File: config.mk
export PLATFORM = sky130hd
export DESIGN_NAME = multicycle_controller
export DESIGN_NICKNAME = d
export VERILOG_FILES = /design/src/rtl/multicycle_controller_pkg.sv /design/src/rtl/multicycle_controller_alu_decoder.sv /design/src/rtl/multicycle_controller.sv
export SDC_FILE = /design/constraint.sdc
export NUM_CORES = 1
export LEC_CHECK = 0
export BUFFER_PORTS_ARGS = -buffer_cell sky130_fd_sc_hd__clkbuf_2
export CAP_MARGIN = 20
export CORE_AREA = 2 2 39 41
export CTS_BUF_LIST = sky130_fd_sc_hd__clkbuf_8
export DETAILED_ROUTE_END_ITERATION = 12
export DIE_AREA = 0 0 41 43
export GPL_TIMING_DRIVEN = 0
export PLACE_DENSITY = 0.79
export SLEW_MARGIN = 5
export SYNTH_ARGS = -nofsm -noshare
export SYNTH_HDL_FRONTEND = slang
export SYNTH_SLANG_ARGS = --single-unit
File: constraint.sdc
create_clock -name clk -period 2.3 [get_ports clk]
set_clock_uncertainty 0.1 [all_clocks]
set_input_delay 0.23 -clock clk [delete_from_list [all_inputs] [get_ports clk]]
set_output_delay 0.23 -clock clk [all_outputs]
set_load 0.01 [all_outputs]
File: src/rtl/multicycle_controller_pkg.sv
// Shared encodings for the multicycle RV32I controller:
// FSM states, opcodes, ImmSrc, ALUOp and ALUControl values.
package multicycle_controller_pkg;

    typedef enum logic [3:0] {
        S_FETCH    = 4'd0,
        S_DECODE   = 4'd1,
        S_MEMADR   = 4'd2,
        S_MEMREAD  = 4'd3,
        S_MEMWB    = 4'd4,
        S_MEMWRITE = 4'd5,
        S_EXECUTER = 4'd6,
        S_EXECUTEI = 4'd7,
        S_ALUWB    = 4'd8,
        S_BEQ      = 4'd9,
        S_JAL      = 4'd10
    } state_t;

    localparam logic [6:0] OP_LOAD   = 7'b0000011;
    localparam logic [6:0] OP_STORE  = 7'b0100011;
    localparam logic [6:0] OP_RTYPE  = 7'b0110011;
    localparam logic [6:0] OP_ITYPE  = 7'b0010011;
    localparam logic [6:0] OP_BRANCH = 7'b1100011;
    localparam logic [6:0] OP_JAL    = 7'b1101111;

    typedef enum logic [1:0] {
        ALUOP_ADD   = 2'b00,
        ALUOP_SUB   = 2'b01,
        ALUOP_FUNCT = 2'b10
    } aluop_t;

    localparam logic [1:0] IMM_I = 2'b00;
    localparam logic [1:0] IMM_S = 2'b01;
    localparam logic [1:0] IMM_B = 2'b10;
    localparam logic [1:0] IMM_J = 2'b11;

    localparam logic [2:0] ALU_ADD = 3'b000;
    localparam logic [2:0] ALU_SUB = 3'b001;
    localparam logic [2:0] ALU_AND = 3'b010;
    localparam logic [2:0] ALU_OR  = 3'b011;
    localparam logic [2:0] ALU_SLT = 3'b101;

    // Immediate format select, purely a function of the opcode.
    function automatic logic [1:0] imm_src(input logic [6:0] op);
        case (op)
            OP_STORE:  return IMM_S;
            OP_BRANCH: return IMM_B;
            OP_JAL:    return IMM_J;
            default:   return IMM_I;
        endcase
    endfunction

endpackage

File: src/rtl/multicycle_controller_alu_decoder.sv
// ALU decoder: maps ALUOp plus instruction function
// fields onto the ALUControl select.
import multicycle_controller_pkg::*;

module alu_decoder (
    input  logic [1:0] alu_op_i,
    input  logic [2:0] funct3_i,
    input  logic       op5_i,
    input  logic       funct7b5_i,
    output logic [2:0] alu_control_o
);

    // Only R-type (op[5]=1) may turn funct3=000 into sub,
    // so addi with Instr[30] set still adds.
    always_comb begin
        alu_control_o = ALU_ADD;
        unique case (alu_op_i)
            ALUOP_ADD: alu_control_o = ALU_ADD;
            ALUOP_SUB: alu_control_o = ALU_SUB;
            ALUOP_FUNCT: begin
                case (funct3_i)
                    3'b000: begin
                        if (op5_i && funct7b5_i)
                            alu_control_o = ALU_SUB;
                        else
                            alu_control_o = ALU_ADD;
                    end
                    3'b010:  alu_control_o = ALU_SLT;
                    3'b110:  alu_control_o = ALU_OR;
                    3'b111:  alu_control_o = ALU_AND;
                    default: alu_control_o = ALU_ADD;
                endcase
            end
            default: alu_control_o = ALU_ADD;
        endcase
    end

endmodule

File: src/rtl/multicycle_controller.sv
// Multicycle RV32I sequencing FSM: decodes the IR fields
// and drives every datapath control line per cycle.
import multicycle_controller_pkg::*;

module multicycle_controller (
    input  logic       clk,
    input  logic       reset,
    input  logic [6:0] op,
    input  logic [2:0] funct3,
    input  logic       funct7b5,
    input  logic       Zero,
    output logic       PCWrite,
    output logic       AdrSrc,
    output logic       MemWrite,
    output logic       IRWrite,
    output logic       RegWrite,
    output logic [1:0] ResultSrc,
    output logic [1:0] ALUSrcA,
    output logic [1:0] ALUSrcB,
    output logic [1:0] ImmSrc,
    output logic [2:0] ALUControl,
    output logic       Illegal,
    output logic [3:0] State
);

    state_t state_q;
    state_t state_d;
    state_t cur;
    aluop_t alu_op;
    logic   pc_update;
    logic   branch;
    logic   ir_write;
    logic   reg_write;
    logic   mem_write;
    logic   op_legal;

    // State register with synchronous reset to FETCH.
    always_ff @(posedge clk) begin
        if (reset)
            state_q <= S_FETCH;
        else
            state_q <= state_d;
    end

    // While reset is held the outputs mirror FETCH,
    // whatever instruction was in flight.
    assign cur = reset ? S_FETCH : state_q;

    assign op_legal = (op == OP_LOAD)   ||
                      (op == OP_STORE)  ||
                      (op == OP_RTYPE)  ||
                      (op == OP_ITYPE)  ||
                      (op == OP_BRANCH) ||
                      (op == OP_JAL);

    // Next-state logic.
    always_comb begin
        state_d = S_FETCH;
        case (state_q)
            S_FETCH: state_d = S_DECODE;
            S_DECODE: begin
                case (op)
                    OP_LOAD:   state_d = S_MEMADR;
                    OP_STORE:  state_d = S_MEMADR;
                    OP_RTYPE:  state_d = S_EXECUTER;
                    OP_ITYPE:  state_d = S_EXECUTEI;
                    OP_BRANCH: state_d = S_BEQ;
                    OP_JAL:    state_d = S_JAL;
                    default:   state_d = S_FETCH;
                endcase
            end
            S_MEMADR: begin
                if (op == OP_LOAD)
                    state_d = S_MEMREAD;
                else
                    state_d = S_MEMWRITE;
            end
            S_MEMREAD:  state_d = S_MEMWB;
            S_EXECUTER: state_d = S_ALUWB;
            S_EXECUTEI: state_d = S_ALUWB;
            S_JAL:      state_d = S_ALUWB;
            default:    state_d = S_FETCH;
        endcase
    end

    // Moore output decode of the current state.
    always_comb begin
        AdrSrc    = 1'b0;
        ir_write  = 1'b0;
        reg_write = 1'b0;
        mem_write = 1'b0;
        pc_update = 1'b0;
        branch    = 1'b0;
        ResultSrc = 2'b00;
        ALUSrcA   = 2'b00;
        ALUSrcB   = 2'b00;
        alu_op    = ALUOP_ADD;
        case (cur)
            S_FETCH: begin
                ir_write  = 1'b1;
                ALUSrcB   = 2'b10;
                ResultSrc = 2'b10;
                pc_update = 1'b1;
            end
            S_DECODE: begin
                ALUSrcA = 2'b01;
                ALUSrcB = 2'b01;
            end
            S_MEMADR: begin
                ALUSrcA = 2'b10;
                ALUSrcB = 2'b01;
            end
            S_MEMREAD: AdrSrc = 1'b1;
            S_MEMWB: begin
                ResultSrc = 2'b01;
                reg_write = 1'b1;
            end
            S_MEMWRITE: begin
                AdrSrc    = 1'b1;
                mem_write = 1'b1;
            end
            S_EXECUTER: begin
                ALUSrcA = 2'b10;
                alu_op  = ALUOP_FUNCT;
            end
            S_EXECUTEI: begin
                ALUSrcA = 2'b10;
                ALUSrcB = 2'b01;
                alu_op  = ALUOP_FUNCT;
            end
            S_ALUWB: reg_write = 1'b1;
            S_BEQ: begin
                ALUSrcA = 2'b10;
                alu_op  = ALUOP_SUB;
                branch  = 1'b1;
            end
            S_JAL: begin
                ALUSrcA   = 2'b01;
                ALUSrcB   = 2'b10;
                pc_update = 1'b1;
            end
            default: ;
        endcase
    end

    assign PCWrite  = ~reset & (pc_update | (branch & Zero));
    assign IRWrite  = ~reset & ir_write;
    assign RegWrite = ~reset & reg_write;
    assign MemWrite = ~reset & mem_write;
    assign Illegal  = ~reset & (state_q == S_DECODE) & ~op_legal;
    assign ImmSrc   = imm_src(op);
    assign State    = cur;

    alu_decoder u_alu_decoder (
        .alu_op_i      (alu_op),
        .funct3_i      (funct3),
        .op5_i         (op[5]),
        .funct7b5_i    (funct7b5),
        .alu_control_o (ALUControl)
    );

endmodule
Word-level counts from Yosys, hierarchy flattened --
Cells that the tools add are included. Widths: inputs -> output; s select.
Word-level totals: register bits after elaboration 4, bits of input ports 14, output and inout bits 21, logic and storage cells 74
Cells by class: equality and inequality tests 27, mux-type cells 18, bitwise logic cells 10, reductions and logical operators 18
Operators by type and width (number):
- $pmux 4 s5 | 2
- $eq 4x3->1 const B | 6
- $eq 4x2->1 const B | 4
- $eq 4x4->1 const B | 4
- $pmux 2 s2 | 4
- $eq 7x6->1 const B | 2
- $eq 7x7->1 const B | 2
- $pmux 3 s4 | 1
- $reduce_or 2->1 | 6
- $eq 4x1->1 const B | 2
- $logic_not 4->1 | 2
- $and 1x1->1 | 7
- $eq 7x2->1 const B | 1
- $eq 7x5->1 const B | 1
- $mux 1 | 7
- $eq 3x3->1 const B | 2
- $pmux 2 s3 | 1
- $pmux 3 s2 | 1
- $reduce_or 3->1 | 2
- $logic_or 1x1->1 | 5
- $mux 4 | 1
- $reduce_or 4->1 | 1
- $eq 3x2->1 const B | 1
- $logic_not 3->1 | 1
- 6 further kinds | 7

Depth between registers and ports, before layout --
Gate-level depths: netlist of run 1.
word-level depth 8, mapped depth 7, gate-level depth less buffers 6

Cells and area by module --
Synthesis of run 1 repeated with hierarchy kept, for this count alone.
Second synthesis, totals: cells, all modules 81, area total of the unflattened synthesis 611.8 um2
Modules (own cells, without submodules):
- multicycle_controller | instances 1, cells an instance 70, area each 515.5 um2, seq. area each 80.1 um2
- alu_decoder | instances 1, cells an instance 11, area each 96.3 um2, seq. area each 0.0 um2

Worst setup path after synthesis of run 1 --
Ideal clock, no wire load.
path type register -> output, start point register state_q[3], end point output port ALUControl[1], data arrival time 1.498 ns, required time 1.970 ns, setup slack 0.472 ns, stages on the path, launching flop included 7, buffers on the path 1, cells stage by stage dfxtp_1 buf_1 nor2_1 and3_1 inv_1 ha_1 nor3_1
Between the ends: cells in the longest elaborated chain, start to end 6, elaborated cells on any way between the ends 9, classes of those cells eq/ne (5); mux (3); reduce/logical (1)
Ends and longest elaborated chain:
- from (decl) | RTL line multicycle_controller.sv:26 | state_t state_q;
- from (signal assigned) | RTL line multicycle_controller.sv:42 | state_q <= state_d;
- $mux 4 * | RTL line multicycle_controller.sv:47 | assign cur = reset ? S_FETCH : state_q;
- $eq 4x3->1 | RTL line multicycle_controller.sv:98 | case (cur)
- $reduce_or 2->1 (no line)
- $pmux 2 s2 * | RTL line multicycle_controller.sv:98
- $eq 2x2->1 or $eq 2x1->1 (tied branches) | RTL line multicycle_controller_alu_decoder.sv:17 | unique case (alu_op_i)
- $pmux 3 s2 * | RTL line multicycle_controller_alu_decoder.sv:17
- to (decl) | RTL line multicycle_controller.sv:21 | output logic [2:0] ALUControl,
Every way passes the cells marked *; elsewhere a longest branch is shown, timed or not.

Final worst setup path of run 1 --
Same ends and word-level chain as after synthesis.

==> results of run 1 <==
-- report_power, final --
group          leakage (nW)  internal (mW)  switching (mW)
clock                0.0216          0.111          0.0332
combinational         0.370         0.0300          0.0385
sequential           0.0326         0.0716         0.00176
total                 0.424          0.213          0.0735
-- area by class of cell --
cell class                      count  area [µm²]  share of cell area [%]
Multi-Input combinational cell     68         443                    54.6
Timing Repair Buffer               34         170                    21.0
Sequential cell                     4        80.1                    9.88
Clock buffer                        3        41.3                    5.09
Buffer                              6        33.8                    4.17
Inverter                            6        22.5                    2.78
Tap cell                           16        20.0                    2.47
-- worst max-delay path by stage --
stage                     from       endpoint  cells after the start
floorplan           state_q[3]  ALUControl[1]                      6
detailed placement  state_q[3]  ALUControl[1]                      7
global placement    state_q[3]  ALUControl[1]                      7
CTS                 state_q[3]  ALUControl[1]                      7
global route        state_q[3]  ALUControl[1]                      7
finish              state_q[3]  ALUControl[1]                      7
-- critical path, stage by stage (launching register included) --
cell and delay [ns]:
dfxtp_1 0.32, clkbuf_2 0.19, nor2_1 0.19, and3_1 0.20, inv_1 0.05, ha_1 0.28
nor3_1 0.19, clkbuf_2 0.16
-- cells in the mapped netlist, types with 2 or more instances --
cell type	n	area [µm²]
buf_2	2	10.0
xor2_1	2	17.5
dfxtp_1	4	80.1
nor3_1	7	35.0
nand3b_1	2	15.0
ha_1	2	25.0
o21ai_0	2	10.0
nor2_1	9	33.8
xnor2_1	2	17.5
inv_1	5	18.8
nor4_1	3	18.8
nor2b_1	6	37.5
nand2b_1	3	18.8
mux2_2	2	22.5
buf_4	2	15.0
and3_1	3	18.8
nand2_1	7	26.3
a21oi_1	4	20.0
-- layer usage --
layer / wire [µm] / GRT usage (%)
met1: 641 / 20.5
met3: 111 / 1.57
met2: 694 / 30.9
met4: 17 / 8.00
met5: 0 / 0
-- stage by stage --
stage,cell area (µm²),setup slack [ns],utilization [%]
finish,811,0.191,58.6
global route,811,0.0630,58.6
CTS,810,0.0856,58.5
detailed placement,768,0.312,55.5
global placement,768,0.358,55.5
floorplan,578,0.472,-
-- cells by family after synthesis --
logic type      synth area share [%]
compound gates                  15.6
xor+xnor                        6.06
fa+ha+maj                       4.33
buf+inv                         9.52
flops                           13.9
simple gates                    45.0
mux                             5.63
-- timing repair --
| item | 4_1_cts | 5_1_grt |
|---|---|---|
| endpoints found under the setup margin | 0 | 2 |
| gates resized for setup | 0 | 1 |
| hold endpoints to repair | 0 | 0 |
==> results.sh, run 1 <==
export IMPL_mostFrequentLayoutCells="clkbuf_2 (35), nor2_1 (9), nand2_1 (7), nor3_1 (7), nor2b_1 (6)"
export IMPL_vias=730
export IMPL_maxCapViolCount=0
export IMPL_largest_register_ffs=4
export IMPL_nNetsFinal=139
export IMPL_cts_root_buffer="clkbuf_8"
export IMPL_min_delay_path_depth=4
export IMPL_slew_headroom_pct=73.0
export IMPL_dieArea_mm2=0.00176
export IMPL_post_drt_wl_per_cell_um=10.7
export IMPL_dp_cells=134
export IMPL_initial_core_util_pct=41.8
export IMPL_cp_arrival_ns=1.78
export IMPL_hold_ws_ns=0.236
export IMPL_grt_pass1_wl_um=2230
export IMPL_ctsHoldBuffers=0
export IMPL_synth_ff_type="dfxtp_1"
export IMPL_syn_area_um2=578
export IMPL_clock_path_buffers=2
export IMPL_die_y_um=43
export IMPL_yosys_cell_types_count=35
export IMPL_synth_edf_count=0
export IMPL_r2r_start="state_q[0]"
export IMPL_fillCellCount=131
export IMPL_final_common_cell="clkbuf_2"
export IMPL_cts_buffers=3
export IMPL_cts_sinks=4
export IMPL_gr_usage_all_layers_pct=17.8
export IMPL_ys_ff_latch=4
export IMPL_post_cts_buffers=0
export IMPL_drt_iter0_markers=10
export IMPL_dp_hpwl_um=1210
export IMPL_reg_top3="state_q x4"
export IMPL_num_antenna_cells=0
export IMPL_drive_gt1_share_pct=39.7
export IMPL_setup_tns_ns=0
export IMPL_drc=0
export IMPL_fin_cells=137
export IMPL_required_ns=1.97
export IMPL_cts_max_level=1
export IMPL_ioPinCount=35
export IMPL_r2r_setup_slack_ns=0.91
export IMPL_critPathKind="flip-flop to output port"
export IMPL_clk_pin_slew_ns=0.03
export IMPL_ir_drop_uv=297
export IMPL_yosysWarningCount=0
export IMPL_worstPathMaxFanout=10
export IMPL_grt_max_degree=11
export IMPL_finalWirelength_um=1460
export IMPL_rsz0062_at_grt="false"
export IMPL_gp_congestion=0.825
export IMPL_r2r_end="state_q[3]"
export IMPL_grt_overflow=0
export IMPL_reg2regPathDepth=5
export IMPL_finalPower_mw=0.286
export IMPL_area_growth_pct=40.3
export IMPL_clock_fmax_ghz=0.474
export IMPL_routed_via_density=5.33
export IMPL_antenna_left=0
export IMPL_synth_cells=84
export IMPL_worst_setup_path_end_kind="output port"
export IMPL_final_hold_viol_count=0
export IMPL_yosysSeqAreaShare_pct=13.9
export IMPL_io_buffers=34
export IMPL_clk_latency_ns=0.22
export IMPL_coreArea_mm2=0.00138
export IMPL_row_count=14
export IMPL_slew_viol_final=0
export IMPL_hold_path_class="primary input to flip-flop"
export IMPL_timing_final_crit_share_pct=91.7
export IMPL_syn_area_per_cell_um2=6.88
export IMPL_hold_end="state_q[1]"
export IMPL_synth_nets=100
export IMPL_finalWorstPathRequiredPeriod_ns=2.11
export IMPL_leakagePower_nw=0.424
export IMPL_ys_async_sr_fraction_pct=0
export IMPL_regMostFlops="state_q"
export IMPL_dr_pass1_iters=4
export IMPL_worst_pin_slew_ns=0.404
export IMPL_setup_violations=0
export IMPL_hold_path_startpoint="op[4]"
export IMPL_power_density_mw_per_mm2=353
export IMPL_cts_tree="yes"
export IMPL_status="completed"
export IMPL_antenna_found_initial=0
export IMPL_die_width_um=41
export IMPL_grt_pass1_vias=589
export IMPL_start_kind="flip-flop"
Note: power is estimated with default switching activity, not from simulation.
==> run 2, diff against run 1 <==
- PLACE_DENSITY: 0.79 -> 0.82
- SYNTH_HIERARCHICAL: unset -> 1
==> run 2 against run 1 <==
Against the previous run:
- combinational power increased by 9.0%
- setup slack got worse by 0.10 ns
- global-route usage increased by 3.2 points
- hold slack improved by 0.048 ns
- critical path depth unchanged
- first-iteration DRC count increased by 40%
- utilization increased by 4.6 points
- count of clock-buffer cells in the layout unchanged
- total power increased by 4.2%
- clock power increased by 4%
- sequential power increased by 1%
==> results.sh, run 2 <==
export IMPL_io_buffers=34
export IMPL_ys_async_sr_fraction_pct=0
export IMPL_setup_tns_ns=0
export IMPL_clk_latency_ns=0.22
export IMPL_hold_ws_ns=0.284
export IMPL_clock_fmax_ghz=0.453
export IMPL_grt_max_degree=11
export IMPL_r2r_start="state_q[2]"
export IMPL_mostFrequentLayoutCells="clkbuf_2 (33), nor2_1 (9), nor3_1 (5)"
export IMPL_post_drt_wl_per_cell_um=13.1
export IMPL_dieArea_mm2=0.00176
export IMPL_cts_tree="yes"
export IMPL_synth_cells=81
export IMPL_largest_register_ffs=4
export IMPL_yosysWarningCount=6
export IMPL_die_y_um=43
export IMPL_final_common_cell="clkbuf_2"
export IMPL_ys_top_cells_by_count="nor2_1 (9), nand2b_1 (5), nor2b_1 (5), nor3_1 (5)"
export IMPL_placed_area_um2=802
export IMPL_synth_nets=97
export IMPL_fillCellCount=133
export IMPL_syn_area_um2=612
export IMPL_hold_path_startpoint="reset"
export IMPL_power_density_mw_per_mm2=341
export IMPL_drive_gt1_share_pct=47.1
export IMPL_maxCapViolCount=0
export IMPL_slew_viol_final=0
export IMPL_initial_core_util_pct=44.2
export IMPL_timing_final_crit_share_pct=96.1
export IMPL_hold_path_class="primary input to flip-flop"
export IMPL_required_ns=1.97
export IMPL_worstPathMaxFanout=10
export IMPL_yosys_cell_types_count=40
export IMPL_fin_cells=135
export IMPL_area_growth_pct=42.9
export IMPL_dp_cells=131
export IMPL_ioPinCount=35
export IMPL_worst_pin_slew_ns=0.428
export IMPL_critPathKind="flip-flop to output port"
export IMPL_synth_ff_type="dfxtp_1"
export IMPL_dr_pass1_iters=6
export IMPL_synth_edf_count=0
export IMPL_r2r_setup_slack_ns=1.03
export IMPL_dp_hpwl_um=1340
export IMPL_clk_pin_slew_ns=0.03
export IMPL_gr_usage_all_layers_pct=21.1
export IMPL_num_antenna_cells=0
export IMPL_antenna_left=0
export IMPL_antenna_found_initial=0
export IMPL_drc=0
export IMPL_nNetsFinal=137
export IMPL_rsz0062_at_grt="false"
export IMPL_cts_sinks=4
export IMPL_cts_root_buffer="clkbuf_8"
export IMPL_gp_congestion=0.773
export IMPL_routed_via_density=5.65
export IMPL_finalWirelength_um=1770
export IMPL_status="completed"
export IMPL_synth_most_common_cell="nor2_1"
export IMPL_reg2regPathDepth=3
export IMPL_final_hold_viol_count=0
export IMPL_cts_buffers=3
export IMPL_r2r_end="state_q[2]"
export IMPL_slew_headroom_pct=70.7
export IMPL_cts_max_level=1
export IMPL_row_count=14
export IMPL_syn_area_per_cell_um2=7.55
export IMPL_synth_area_leaders="dfxtp_1 (13%), nor2_1 (5.5%), nand2b_1 (5.1%)"
export IMPL_reg_top3="state_q x4"
export IMPL_netlist_area_leader_share_pct=13.1
export IMPL_vias=763
export IMPL_stdcell_area_um2=875
export IMPL_cp_arrival_ns=1.88
export IMPL_worst_setup_path_end_kind="output port"
export IMPL_grt_pass1_vias=632
export IMPL_synth_area_leader_cell="dfxtp_1"
export IMPL_finalWorstPathRequiredPeriod_ns=2.21
export IMPL_coreArea_mm2=0.00138
export IMPL_grt_overflow=0
export IMPL_ir_drop_uv=307
export IMPL_min_delay_path_depth=3
export IMPL_leakagePower_nw=0.410
export IMPL_ctsHoldBuffers=0
export IMPL_setup_violations=0
export IMPL_regMostFlops="state_q"
export IMPL_drt_iter0_markers=14
export IMPL_yosysSeqAreaShare_pct=13.1
export IMPL_ys_ff_latch=4
export IMPL_grt_pass1_wl_um=2630
export IMPL_start_kind="flip-flop"
export IMPL_clock_path_buffers=2
export IMPL_hold_end="state_q[1]"
export IMPL_die_width_um=41
-- run 2: cell count changes in the layout (fill, tap and decap cells not counted), sizes merged, moves of 3 or more --
cell    change
nor3b       +3
nand2b      +3
nand2       -3
a21oi       -3
and3        -3
-- run 2: worst max-delay path by stage --
stage | start | end | cells past startpoint
3_5_place_dp | state_q[3] | ALUControl[2] | 7
2_1_floorplan | state_q[3] | ALUControl[2] | 6
5_1_grt | state_q[3] | ALUControl[1] | 7
4_1_cts | state_q[3] | ALUControl[2] | 7
6_report | state_q[3] | ALUControl[2] | 7
3_3_place_gp | state_q[3] | ALUControl[2] | 7
-- run 2: cells by family after synthesis --
| kind of cell | count (synthesis) | synth area share (%) |
|---|---|---|
| AOI/OAI and AO/OA | 16 | 23.1 |
| buffers and inverters | 9 | 6.75 |
| DFF | 4 | 13.1 |
| and+or+nand+nor | 46 | 46.8 |
| muxes | 1 | 1.84 |
| xor gates and xnor gates | 3 | 4.30 |
| adders and majority gates | 2 | 4.09 |
-- run 2: what timing repair did --
| action | in CTS | in global routing |
|---|---|---|
| endpoints found under the setup margin | 3 | 2 |
| gates resized for setup | 4 | 4 |
| buffers inserted | 1 | 0 |
-- run 2: per-stage QoR --
stage / utilization, % / setup slack, ns / total power, mW
after floorplan: - / 0.0534 / 0.115
after global placement: 58.0 / 0.0808 / 0.144
after detailed placement: 58.0 / 0.0503 / 0.147
after CTS: 62.4 / 0.0304 / 0.297
after global routing: 63.2 / 0.0000944 / 0.312
final: 63.2 / 0.0901 / 0.298
-- run 2: area by class of cell --
cell class | instances | area [µm²] | share of cell area [%]
buffer | 5 | 32.5 | 3.72
clock buffer | 3 | 41.3 | 4.72
inverter | 4 | 15.0 | 1.72
multi-input combinational | 68 | 507 | 57.9
sequential | 4 | 81.3 | 9.30
tap | 16 | 20.0 | 2.29
timing repair buffer | 35 | 178 | 20.3
-- run 2: critical path, cell delays in order, from the launching register on --
cell,delay (ns)
dfxtp_2,0.35
buf_6,0.14
nor2b_2,0.16
nor3b_2,0.19
inv_1,0.07
ha_1,0.34
nor4b_2,0.25
buf_2,0.17
-- run 2: metal layers --
layer,up-vias,part of all wire [%],global-route usage (%),wire [µm]
li1,381,-,-,-
met4,0,1.2,10.0,21
met2,42,47,32.8,835
met1,336,45,27.9,788
met3,4,6.9,1.57,122
met5,-,0,0,0
-- run 2: power breakdown --
part           internal [mW]  total [mW]  switching (mW)
sequential            0.0715      0.0740         0.00248
clock                  0.112       0.150          0.0379
combinational         0.0328      0.0748          0.0420
total                  0.216       0.298          0.0824
